## src/rtl/bitcoin_nonce_select.sv

```systemverilog
// Scans NUM_NONCES h0 words in shared memory, keeps the smallest, and writes
// a two-word summary (best hash, then found flag plus nonce index) back to memory.
module bitcoin_nonce_select #(
  parameter int unsigned NUM_NONCES = 16
) (
  input  logic        clk,
  input  logic        reset_n,
  input  logic        start,
  input  logic [15:0] input_addr,
  input  logic [15:0] result_addr,
  input  logic [31:0] target,
  output logic        done,
  output logic        found,
  output logic [7:0]  best_nonce,
  output logic [31:0] best_hash,
  output logic        mem_clk,
  output logic        mem_we,
  output logic [15:0] mem_addr,
  output logic [31:0] mem_write_data,
  input  logic [31:0] mem_read_data
);

  localparam logic [8:0] LastIdx = 9'(NUM_NONCES - 1);

  typedef enum logic [2:0] {
    StIdle,
    StRdAddr,
    StRdWait,
    StRdCap,
    StWrHash,
    StWrFlags,
    StFinish
  } state_e;

  state_e      state_q, state_d;
  logic [8:0]  idx_q, idx_d;
  logic [31:0] run_best_q, run_best_d;
  logic [7:0]  run_idx_q, run_idx_d;
  logic [31:0] target_q, target_d;
  logic        mem_we_q, mem_we_d;
  logic [15:0] mem_addr_q, mem_addr_d;
  logic [31:0] mem_wdata_q, mem_wdata_d;
  logic        done_q, done_d;
  logic        found_q, found_d;
  logic [7:0]  best_nonce_q, best_nonce_d;
  logic [31:0] best_hash_q, best_hash_d;
  logic        found_n;

  assign found_n = (run_best_q < target_q);

  always_comb begin
    state_d      = state_q;
    idx_d        = idx_q;
    run_best_d   = run_best_q;
    run_idx_d    = run_idx_q;
    target_d     = target_q;
    mem_we_d     = mem_we_q;
    mem_addr_d   = mem_addr_q;
    mem_wdata_d  = mem_wdata_q;
    found_d      = found_q;
    best_nonce_d = best_nonce_q;
    best_hash_d  = best_hash_q;
    // done is registered from WR_FLAGS so it is high exactly while in FINISH.
    done_d       = 1'b0;

    unique case (state_q)
      StIdle: begin
        if (start) begin
          target_d   = target;
          idx_d      = '0;
          run_best_d = '1;
          run_idx_d  = '0;
          state_d    = StRdAddr;
        end
      end
      StRdAddr: begin
        mem_we_d   = 1'b0;
        mem_addr_d = input_addr + {7'd0, idx_q};
        state_d    = StRdWait;
      end
      StRdWait: begin
        state_d = StRdCap;
      end
      StRdCap: begin
        // Strict compare: on ties the earlier (lower) index is kept.
        if (mem_read_data < run_best_q) begin
          run_best_d = mem_read_data;
          run_idx_d  = idx_q[7:0];
        end
        if (idx_q == LastIdx) begin
          state_d = StWrHash;
        end else begin
          idx_d   = idx_q + 9'd1;
          state_d = StRdAddr;
        end
      end
      StWrHash: begin
        mem_we_d    = 1'b1;
        mem_addr_d  = result_addr;
        mem_wdata_d = run_best_q;
        state_d     = StWrFlags;
      end
      StWrFlags: begin
        mem_we_d     = 1'b1;
        mem_addr_d   = result_addr + 16'd1;
        mem_wdata_d  = {found_n, 23'd0, run_idx_q};
        best_hash_d  = run_best_q;
        best_nonce_d = run_idx_q;
        found_d      = found_n;
        done_d       = 1'b1;
        state_d      = StFinish;
      end
      StFinish: begin
        mem_we_d = 1'b0;
        state_d  = StIdle;
      end
      default: begin
        state_d = StIdle;
      end
    endcase
  end

  always_ff @(posedge clk or negedge reset_n) begin
    if (!reset_n) begin
      state_q      <= StIdle;
      idx_q        <= '0;
      run_best_q   <= '1;
      run_idx_q    <= '0;
      target_q     <= '0;
      mem_we_q     <= 1'b0;
      mem_addr_q   <= '0;
      mem_wdata_q  <= '0;
      done_q       <= 1'b0;
      found_q      <= 1'b0;
      best_nonce_q <= '0;
      best_hash_q  <= '0;
    end else begin
      state_q      <= state_d;
      idx_q        <= idx_d;
      run_best_q   <= run_best_d;
      run_idx_q    <= run_idx_d;
      target_q     <= target_d;
      mem_we_q     <= mem_we_d;
      mem_addr_q   <= mem_addr_d;
      mem_wdata_q  <= mem_wdata_d;
      done_q       <= done_d;
      found_q      <= found_d;
      best_nonce_q <= best_nonce_d;
      best_hash_q  <= best_hash_d;
    end
  end

  assign mem_clk        = clk;
  assign mem_we         = mem_we_q;
  assign mem_addr       = mem_addr_q;
  assign mem_write_data = mem_wdata_q;
  assign done           = done_q;
  assign found          = found_q;
  assign best_nonce     = best_nonce_q;
  assign best_hash      = best_hash_q;

endmodule

```

## config.mk

```make
export PLATFORM = sky130hd
export DESIGN_NAME = bitcoin_nonce_select
export DESIGN_NICKNAME = d
export VERILOG_FILES = /design/src/rtl/bitcoin_nonce_select.sv
export SDC_FILE = /design/constraint.sdc
export NUM_CORES = 1
export LEC_CHECK = 0
export CORE_MARGIN = 5
export CORE_UTILIZATION = 52
export CTS_CLUSTER_DIAMETER = 120
export CTS_CLUSTER_SIZE = 24
export DETAILED_ROUTE_END_ITERATION = 7
export PLACE_DENSITY = 0.8
export SYNTH_ARGS = -nofsm -noshare
export SYNTH_HDL_FRONTEND = slang
export SYNTH_SLANG_ARGS = --single-unit
```

## constraint.sdc

```tcl
create_clock -name clk -period 2.97 [get_ports clk]
set_clock_uncertainty 0.2 [all_clocks]
set_input_delay 0.297 -clock clk [delete_from_list [all_inputs] [get_ports clk]]
set_output_delay 0.297 -clock clk [all_outputs]
set_load 0.03 [all_outputs]
```

==> reports/metrics.csv, run 1 <==
stage,metric,value,unit
status,status,"complete, no violations",
yosys,Mapped Nets,1160,
routing,top sig layer,met4,
setup_path,Critical Path Fanout Max,15,
hold_path,min-delay src,target[24],
sta,Tmin final,2.82,ns
flow_run,Max-Cap Viols,0,
routing,number of remaining DRC errors,0,
yosys,ys async rst share,100,%
routing,metal1 wirelength,10800,µm
power_and_ir_drop,switching share of power,38.1,%
setup_path,CP top delay family,compound AO/OA/AOI/OAI gates,
yosys,mapped cell area,9370,µm²
routing,Via Count,7819,
routing,vias per inst,5.49,
power_and_ir_drop,Leak Pwr,5.70,nW
yosys,post-synthesis register bit count,175,
power_and_ir_drop,Seq pwr share,33.1,%
sta,final critical-path share of the clock period,94.9,%
sta,# setup viols final,0,
global_route,vias in the first global route,7692,
yosys,Yosys top cell by area,dfrtp_1,
setup_path,element type at the critical path end,register,
clock_tree,later-pin clock latency in the skew report,0.54,ns
yosys,Netlist cell types,57,
routing,Antenna Nets Post-Route,0,
routing,First-pass DRT Iterations,5,
yosys,cells after synthesis,987,
clock_tree,CTS tree,built,
placement,Routability Congestion,0.913,
sta,relative slew slack,53.5,%
placement,Final HPWL DP,18300,µm
setup_path,critical path required time,3.23,ns
yosys,synth top area cells,"dfrtp_1, ha_1, dfstp_2",
floorplanning,Die X,144,µm
power_and_ir_drop,logic gate share of total power,43.2,%
hold_path,Worst Hold Class,in -> reg,
setup_path,CP bufs+invs,3,
hold_path,Hold Path Sink,target_q[24]$_DFFE_PN0P_,
finish,Layout area overhead,32.2,%
power_and_ir_drop,Pwr Total,0.0114,W
routing,met2 WL,11900,µm
setup_path,flop2flop setup slack,0.15,ns
floorplanning,core area,17800,µm²
finish,"leading cell type in the layout, fill and taps excluded",clkdlybuf4s50_1,
hold_path,Cells on Worst Hold Path,3,
yosys,Mean Syn Cell Area,9.49,µm²
yosys,register area share after synthesis,47.2,%
global_route,GRT overflow,0,
setup_path,crit path kind,reg -> reg,
setup_path,crit path cell chain,inv_1 > ha_1 > a211oi_1 > o21ai_1 > a2111o_1 > a31oi_4 > buf_12 > buf_4 > mux2i_1,
setup_path,Worst Reg2Reg Path Length in Cells,9,
power_and_ir_drop,VDD IR max,0.579,mV
floorplanning,Initial Util,52.5,%
setup_path,CP max-delay cell,dfstp_2,
power_and_ir_drop,power density cells,918,nW/µm²
clock_tree,clock transition at the registers of the reported paths,0.06,ns
yosys,Yosys top cell area share,38.2,%
finish,nets,1355,
sta,setup TNS,0,ns
setup_path,Worst Setup Start Kind,register,
sta,Slew Limit Fails,0,
routing,final wirelength,25000,µm
yosys,Synth Flop Type,dfrtp_1,
power_and_ir_drop,Clock Power Share,23.7,%
floorplanning,I/O Pins,191,
global_route,first-pass GRT wire length,39800,µm
setup_path,critical path arrival,3.08,ns
routing,DR WL met3,1550,µm
global_route,GRT Total Usage,24.8,%
sta,RSZ-0062 raised after global routing,no,
routing,WL per Instance,17.5,µm
setup_path,max incr delay on CP,0.55,ns
finish,"commonest cells after routing, fill and taps aside","clkdlybuf4s50_1, dfrtp_1, nand2_1",
setup_path,RR Startpoint,run_best_q[31]$_DFFE_PN1P_,
power_and_ir_drop,Net Sw Power,0.00433,W
sta,Hold WS,0.101,ns
global_route,largest net degree at the start of global routing,111,
routing,Initial DRC Count,620,
floorplanning,full die area,20800,µm²
floorplanning,# rows,49,
floorplanning,die span in y,144,µm
sta,final number of hold-violating endpoints,0,
sta,FMAX,355,MHz
placement,IO buf count,190,
global_route,initial antenna violation count,1,
power_and_ir_drop,Int Pwr,0.00703,W
setup_path,r2r endpoint,run_best_q[4]$_DFFE_PN1P_,
finish,fraction of layout cells with a size suffix above 1,9.54,%
yosys,Syn. warnings,0,
yosys,number of synthesized flops with an enable pin,0,
sta,worst slew pin tran,0.680,ns
==> what timing repair did <==
action	in CTS	in global routing
gates resized for setup	0	2
setup buffers	0	1
hold buffers	1	0
setup endpoints to repair	0	15
hold endpoints to repair	57	0
==> power by group through the flow <==
stage           Clock, W  Combinational [W]  Sequential [W]
2_1_floorplan  0.0000504            0.00267         0.00414
3_3_place_gp   0.0000561            0.00468         0.00376
3_5_place_dp   0.0000561            0.00485         0.00379
4_1_cts          0.00273            0.00491         0.00375
5_1_grt          0.00284            0.00545         0.00384
6_report         0.00269            0.00491         0.00376
==> synthesized netlist by cell type, types with 5 or more instances <==
master and instances:
nor2_1 69, o21ai_0 100, nor3_1 7, a211oi_1 8, nand2b_1 6, mux2_1 7
a21oi_1 47, nand3_1 10, xor2_1 7, clkbuf_1 31, buf_1 6, a21o_1 5
dfrtp_1 143, nor2b_1 13, buf_4 5, nand4_1 17, dfstp_2 32, o31ai_1 25
ha_1 73, xnor2_1 20, mux2_2 11, nand2_1 141, inv_1 104, o22ai_1 5
mux2i_1 44
==> worst register-to-register path: stages, from the launching register on <==
cell,delay (ns)
dfstp_2,0.55
inv_1,0.10
ha_1,0.33
a211oi_1,0.24
o21ai_1,0.10
a2111o_1,0.43
a31oi_4,0.19
buf_12,0.19
buf_4,0.19
mux2i_1,0.23
==> worst max path at each step <==
stage | start | end | slack, ns | depth (start not counted)
after floorplan | run_best_q[31]$_DFFE_PN1P_ | run_idx_q[0]$_DFFE_PN0P_ | 0.37 | 8
after global placement | mem_read_data[15] | run_idx_q[6]$_DFFE_PN0P_ | 0.01 | 9
after detailed placement | mem_read_data[13] | run_idx_q[6]$_DFFE_PN0P_ | -0.04 | 9
after CTS | run_best_q[7]$_DFFE_PN1P_ | run_idx_q[6]$_DFFE_PN0P_ | 0.08 | 9
after global routing | run_best_q[19]$_DFFE_PN1P_ | run_best_q[4]$_DFFE_PN1P_ | 0.04 | 9
final | run_best_q[31]$_DFFE_PN1P_ | run_best_q[4]$_DFFE_PN1P_ | 0.15 | 9
==> layout make-up <==
cell class | instances | area (µm²)
flip-flops and latches | 175 | 4420
well taps | 229 | 287
clock inverters | 11 | 189
fillers | 1340 | 5460
repair buffers | 214 | 2150
inverters | 104 | 390
diodes | 1 | 2.50
clock buffers | 25 | 536
multi-input cells | 666 | 4410
==> cells by family after synthesis <==
family,synth area share [%]
muxes,6.87
buffers and inverters,6.05
AOI/OAI and AO/OA,13.9
adders and majority gates,9.96
DFF,47.2
and+or+nand+nor,13.5
xor gates and xnor gates,2.52
==> registers in the layout, indices dropped and copies added (netlist names) <==
name,flops
state_q,3
run_idx_q,8
mem_addr,16
found,1
mem_we,1
target_q,32
done,1
best_nonce,8
mem_write_data,32
best_hash,32
idx_q,9
run_best_q,32
==> layer usage <==
layer | GRT usage, % | vias up
li1 | - | 3754
met1 | 32.6 | 3754
met2 | 40.0 | 259
met3 | 4.83 | 52
met4 | 10.9 | 0
met5 | 0 | -
==> stage by stage <==
step	util (%)	instances	setup WS, ns	area, µm²
floorplan	-	987	0.365	9370
global placement	65.2	1387	0.0140	11600
detailed placement	65.2	1387	-0.0413	11600
CTS	69.3	1423	0.0765	12400
global route	69.4	1425	0.0401	12400
finish	69.4	1425	0.151	12400
Note: power is estimated with default switching activity, not from simulation.
==> run 2: changes to the inputs <==
--- a/config.mk
+++ b/config.mk
@@ -7,7 +7,7 @@
 export LEC_CHECK = 0
 export CORE_MARGIN = 5
 export CORE_UTILIZATION = 52
-export CTS_CLUSTER_DIAMETER = 120
+export CTS_CLUSTER_DIAMETER = 150
 export CTS_CLUSTER_SIZE = 24
 export DETAILED_ROUTE_END_ITERATION = 7
 export PLACE_DENSITY = 0.8
==> results of run 2 <==
Same layout as run 1: the final DEF is identical, and so are final timing and power.
